## src/rtl/led_scan_mux.sv

```systemverilog
// Purpose : four-digit time-multiplexed scanner for a common-anode 7-segment display.
// Latency : all outputs registered; a new value takes effect at the next digit-3 -> digit-0 wrap.
// Backpr. : none; LOAD is accepted on every cycle and simply overwrites the shadow copy.
//
// Ports:
//   clk       system clock
//   rst_n     asynchronous reset, active-low
//   value     16-bit display value, digit d = value[4d+3:4d], digit 0 rightmost
//   load      capture strobe for value/dp into the shadow registers
//   dp        decimal-point request per digit, active-high
//   digit_en  per-digit enable (0 = digit always dark)
//   lz_en     leading-zero suppression enable
//   nibble    hex code of the digit being scanned (to the 7-segment decoder)
//   dp_n      decimal point, active-low
//   an        digit anodes, active-low, one-hot-low or all-high
//   frame     one-cycle pulse on the first cycle of every digit-0 slot
module led_scan_mux #(
  parameter int REFRESH_DIV = 50000,
  parameter int BLANK_CYC   = 16
) (
  input  logic        clk,
  input  logic        rst_n,
  input  logic [15:0] value,
  input  logic        load,
  input  logic [3:0]  dp,
  input  logic [3:0]  digit_en,
  input  logic        lz_en,
  output logic [3:0]  nibble,
  output logic        dp_n,
  output logic [3:0]  an,
  output logic        frame
);

  localparam int CNT_W = (REFRESH_DIV > 2) ? $clog2(REFRESH_DIV) : 1;
  localparam logic [CNT_W-1:0] CNT_LAST  = CNT_W'(REFRESH_DIV - 1);
  localparam logic [CNT_W-1:0] BLANK_END = CNT_W'(BLANK_CYC);

  // One display image: the four nibbles plus their decimal points.
  typedef struct packed {
    logic [15:0] value;
    logic [3:0]  dp;
  } disp_t;

  disp_t            shadow;
  disp_t            active;
  logic [CNT_W-1:0] cnt;
  logic [1:0]       dig;
  logic             vis_q;

  logic             slot_start;
  logic             slot_last;
  logic             frame_last;
  logic             in_blank;
  logic [3:0]       zero_nib;
  logic [3:0]       suppress;
  logic             vis_live;
  logic             vis_now;
  logic             drive_on;
  logic [3:0]       cur_nib;
  logic             cur_dp;
  logic [3:0]       an_sel;

  // cnt/dig name the slot position that the next clock edge will present on
  // the outputs, so the first edge after reset shows position (cnt=0, dig=0).
  always_comb begin
    slot_start = (cnt == '0);
    slot_last  = (cnt == CNT_LAST);
    frame_last = slot_last && (dig == 2'd3);
    in_blank   = (cnt < BLANK_END);

    for (int i = 0; i < 4; i++) begin
      zero_nib[i] = (active.value[4*i +: 4] == 4'h0);
    end

    // Digit d>0 is a leading zero when it and every digit to its left are zero.
    suppress = {zero_nib[3],
                &zero_nib[3:2],
                &zero_nib[3:1],
                1'b0};

    // Enables are sampled at slot start; the held copy keeps the anode
    // steady for the rest of the slot even if the inputs move.
    vis_live = digit_en[dig] & ~(lz_en & suppress[dig]);
    vis_now  = slot_start ? vis_live : vis_q;
    drive_on = vis_now & ~in_blank;

    cur_nib  = active.value[{dig, 2'b00} +: 4];
    cur_dp   = active.dp[dig];
    an_sel   = ~(4'b0001 << dig);
  end

  // Slot counter and digit index.
  always_ff @(posedge clk or negedge rst_n) begin
    if (!rst_n) begin
      cnt <= '0;
      dig <= 2'd0;
    end else if (slot_last) begin
      cnt <= '0;
      dig <= dig + 2'd1;
    end else begin
      cnt <= cnt + 1'b1;
    end
  end

  // Double buffer: the active image only changes on the edge that ends the
  // digit-3 slot, so every frame is drawn from a single image. A LOAD on that
  // same edge lands in shadow only and waits for the following wrap.
  always_ff @(posedge clk or negedge rst_n) begin
    if (!rst_n) begin
      shadow <= '0;
      active <= '0;
    end else begin
      if (load) begin
        shadow <= '{value: value, dp: dp};
      end
      if (frame_last) begin
        active <= shadow;
      end
    end
  end

  // Per-slot visibility hold.
  always_ff @(posedge clk or negedge rst_n) begin
    if (!rst_n) begin
      vis_q <= 1'b0;
    end else if (slot_start) begin
      vis_q <= vis_live;
    end
  end

  // Registered display outputs. nibble is loaded on the first cycle of the
  // slot, while the anodes are still blanked (unless BLANK_CYC is 0).
  always_ff @(posedge clk or negedge rst_n) begin
    if (!rst_n) begin
      an     <= 4'b1111;
      nibble <= 4'h0;
      dp_n   <= 1'b1;
      frame  <= 1'b0;
    end else begin
      an    <= drive_on ? an_sel : 4'b1111;
      dp_n  <= drive_on ? ~cur_dp : 1'b1;
      frame <= slot_start && (dig == 2'd0);
      if (slot_start) begin
        nibble <= cur_nib;
      end
    end
  end

endmodule

```

## config.mk

```make
export PLATFORM = sky130hd
export DESIGN_NAME = led_scan_mux
export DESIGN_NICKNAME = d
export VERILOG_FILES = /design/src/rtl/led_scan_mux.sv
export SDC_FILE = /design/constraint.sdc
export NUM_CORES = 1
export LEC_CHECK = 0
export ABC_AREA = 1
export BUFFER_PORTS_ARGS = -buffer_cell sky130_fd_sc_hd__buf_2
export CAP_MARGIN = 20
export CORE_ASPECT_RATIO = 0.9
export CORE_MARGIN = 3
export CORE_UTILIZATION = 40
export DETAILED_ROUTE_END_ITERATION = 12
export MAX_ROUTING_LAYER = met4
export PLACE_DENSITY = 0.71
export SLEW_MARGIN = 20
export SYNTH_ARGS = -nofsm -noshare
export SYNTH_HDL_FRONTEND = slang
export SYNTH_SLANG_ARGS = --single-unit
```

## constraint.sdc

```tcl
create_clock -name clk -period 1.64 [get_ports clk]
set_clock_uncertainty 0.05 [all_clocks]
set_input_delay 0.082 -clock clk [delete_from_list [all_inputs] [get_ports clk]]
set_output_delay 0.082 -clock clk [all_outputs]
set_load 0.03 [all_outputs]
```

==> key figures <==
Flow run
  • Max Cap Viol: 0

Timing
  • Relative max-transition margin: 62.72%
  • Worst slew pin tran: 0.5591 ns
  • Crit path time final: 1.630 ns
  • Final period util: 99.41%
  • Pins Over Slew Limit: 0
  • Final setup violation count: 0
  • F_max: 613.4 MHz
  • Final Hold Vio Count: 0
  • RSZ-0062 raised after global routing: yes

Detailed routing
  • Vias: 2740
  • Drt drc: 0
  • DR pass1 iterations: 6
  • Initial DRC count: 166
  • Post-route ant nets: 0
  • Post-Route WL: 7355 um
  • Vias per cell: 4.928
  • Wire per inst: 13.23 um

Floorplan
  • Die area: 0.009386 mm^2
  • Cell Rows: 30
  • Core Box Area: 0.007770 mm^2
  • Die W: 101.8 um
  • Starting Density: 42.51%
  • Die Ht: 92.21 um
  • Io pins: 38

GRT
  • Global route total overflow: 0
  • Initial antenna violation count: 0
  • Vias in the first global route: 2449
  • First-pass GRT wire length: 11470 um
  • Pin count of the biggest net entering global routing: 70
  • GR Util All Layers: 15.70%

Placed design
  • DP Wirelength: 4625 um
  • Port bufs: 37
  • Routability cong.: 0.8960
  • Placed cell area: 0.003674 mm^2

Clock tree
  • Reg clk slew, reported paths: 0.08 ns
  • Depth of the CTS H-tree: 3
  • Clk_lat worst skew: 0.33 ns
  • CTS tree: yes
  • Max clock buf depth: 2
  • Num CTS Buffers: 9
  • Clock Sinks: 69
  • CTS Root Cell: clkbuf_8

Critical path
  • Critical path capture point type: flip-flop
  • Worst EP arrival: 1.81 ns
  • CP endpoint: active[1]$_DFFE_PN0P_
  • Max FO, Critical Path: 7
  • Reg2reg path depth: 10
  • Critical Path Source Type: flip-flop
  • Worst Path Required: 1.82 ns
  • R2R setup slack: 0.01 ns
  • Reg2Reg Launch Point: cnt[8]$_DFF_PN0_
  • Worst reg2reg path endpoint: active[1]$_DFFE_PN0P_
  • Setup Crit Path Kind: flip-flop to flip-flop
  • Worst Setup SP: cnt[8]$_DFF_PN0_

Pwr
  • Sequential Power Share: 53.1%
  • Total power draw: 3.313 mW
  • Share of power burned in the clock network: 40.7%
  • Switching Share: 23.36%
  • Pint: 2.539 mW
  • Leakage: 2.105 nW
  • Cell Pwr Density: 772.2 mW/mm^2
  • Gate power share: 6.2%
  • NetSw: 0.7740 mW
  • Peak supply drop: 616.7 uV

Synthesis
  • Seq cells post-synth: 69
  • Warnings, synthesis: 0
  • Synth Net Count: 408
  • FFs w/ async S/R, synth: 100.0%
  • Synth Flop Type: dfrtp_1
  • Mean Syn Cell Area: 8.832 um^2
  • Syn Inst Count: 374
  • EDFF count, synth: 0
  • Post-synthesis sequential area ratio: 52.46%
  • Netlist cell types: 28
  • Cell area after synthesis: 0.003303 mm^2

Finish
  • Number of diodes: 0
  • Final core utilization: 55.22%
  • Area growth syn-to-layout: 29.89%
  • Layout Nets: 489
  • Most common cell after layout, fill and taps aside: nand2_1
  • Fill count: 653
  • Most frequent cells in the layout: nand2_1, dfrtp_1, nor2_1
  • Post-route cell area: 0.004290 mm^2
  • Reg area: 0.001733 mm^2
  • Layout cell share with drive strength beyond 1: 32.61%
  • Area of the multi-input gates: 0.001414 mm^2

Hold path
  • Worst min-delay path category: primary input to flip-flop

Run status
  • Status: finished, final reports clean
-- power groups by stage --
stage	combinational (mW)	sequential, mW	clock [mW]
final	0.204	1.76	1.35
after global routing	0.235	1.76	1.48
after CTS	0.203	1.76	1.39
after detailed placement	0.165	1.79	0
after global placement	0.161	1.79	0
after floorplan	0.0707	1.79	0
-- flip-flops by register name, summed over array words and instances, names as in the netlist --
name,cells
dig,2
nibble,4
an,4
dp_n,1
shadow,20
cnt,16
vis_q,1
active,20
frame,1
-- kinds of logic (layout without fill, tap and decap cells) --
family,Yosys count,in the layout,synth area share (%)
AOI/OAI and AO/OA,63,63,12.01
xor gates and xnor gates,9,9,2.386
adders and majority gates,6,6,2.273
buffers and inverters,57,143,7.500
DFF,69,69,52.46
and+or+nand+nor,170,170,23.37
-- through the flow --
step                TNS [ns]  setup slack (ns)  hold WS (ns)  instances
finish                     0          0.009675        0.2051        556
global route          -2.225           -0.1112        0.2213        556
CTS                        0         0.0009315        0.1854        548
detailed placement  -0.02875          -0.01057       0.09528        511
global placement           0           0.04727       0.08596        511
floorplan                  0           0.06190       -0.2636        374
-- what timing repair did --
| action | in CTS | in global routing |
|---|---|---|
| hold endpoints to repair | 84 | 0 |
| hold buffers | 21 | 0 |
| pin swaps | 0 | 8 |
| buffers inserted | 0 | 5 |
| resized for setup | 1 | 25 |
| gates cloned | 0 | 3 |
| setup endpoints to repair | 5 | 33 |
-- how the worst min path moves through the flow --
stage,startpoint,endpoint,slack [ns],cells past startpoint
5_1_grt,digit_en[1],vis_q$_DFF_PN0_,0.22,5
4_1_cts,digit_en[3],vis_q$_DFF_PN0_,0.19,5
3_3_place_gp,rst_n,shadow[16]$_DFFE_PN0P_,0.09,2
3_5_place_dp,rst_n,shadow[16]$_DFFE_PN0P_,0.1,2
6_report,digit_en[3],vis_q$_DFF_PN0_,0.21,5
2_1_floorplan,rst_n,active[0]$_DFFE_PN0P_,-0.26,0
-- area by class of cell --
cell class	instances	share of cell area, %
sequential	69	40.39
multi-input combinational	248	32.95
timing repair buffer	81	15.11
inverter	46	4.141
clock buffer	9	2.887
tap	96	2.800
clock inverter	7	1.721
-- cell usage after synthesis (2+ instances only) --
library cell	n	area share, %
a21oi_1	3	0.45
buf_6	4	1.4
clkbuf_1	5	0.57
dfrtp_1	64	48
dfstp_2	5	4.0
ha_1	6	2.3
inv_1	40	4.5
inv_2	5	0.57
nand2_1	71	8.1
nand2_2	21	4.0
nand2_4	2	0.68
nand3_1	15	2.3
nand4_1	4	0.76
nor2_1	44	5.0
nor2_2	2	0.38
nor2_4	2	0.68
nor3_1	7	1.1
o21ai_0	36	5.5
o21ai_2	20	5.3
o22ai_1	3	0.57
xor2_1	8	2.1
-- worst max-delay path, cell delays in order (launching register included) --
cell	delay, ns
dfrtp_1	0.41
nand2_1	0.13
inv_1	0.15
nand2_1	0.08
nor2_2	0.16
nand2_4	0.09
inv_4	0.08
nand2_8	0.08
clkbuf_16	0.18
nand2_2	0.06
o21ai_2	0.05
-- routing by layer --
metal	share of wire (%)	global-route usage, %
met1	47	22.68
met4	1.1	3.322
met3	5.5	4.183
met2	46	22.17
met5	0	-
(Power assumes the default switching activity.)
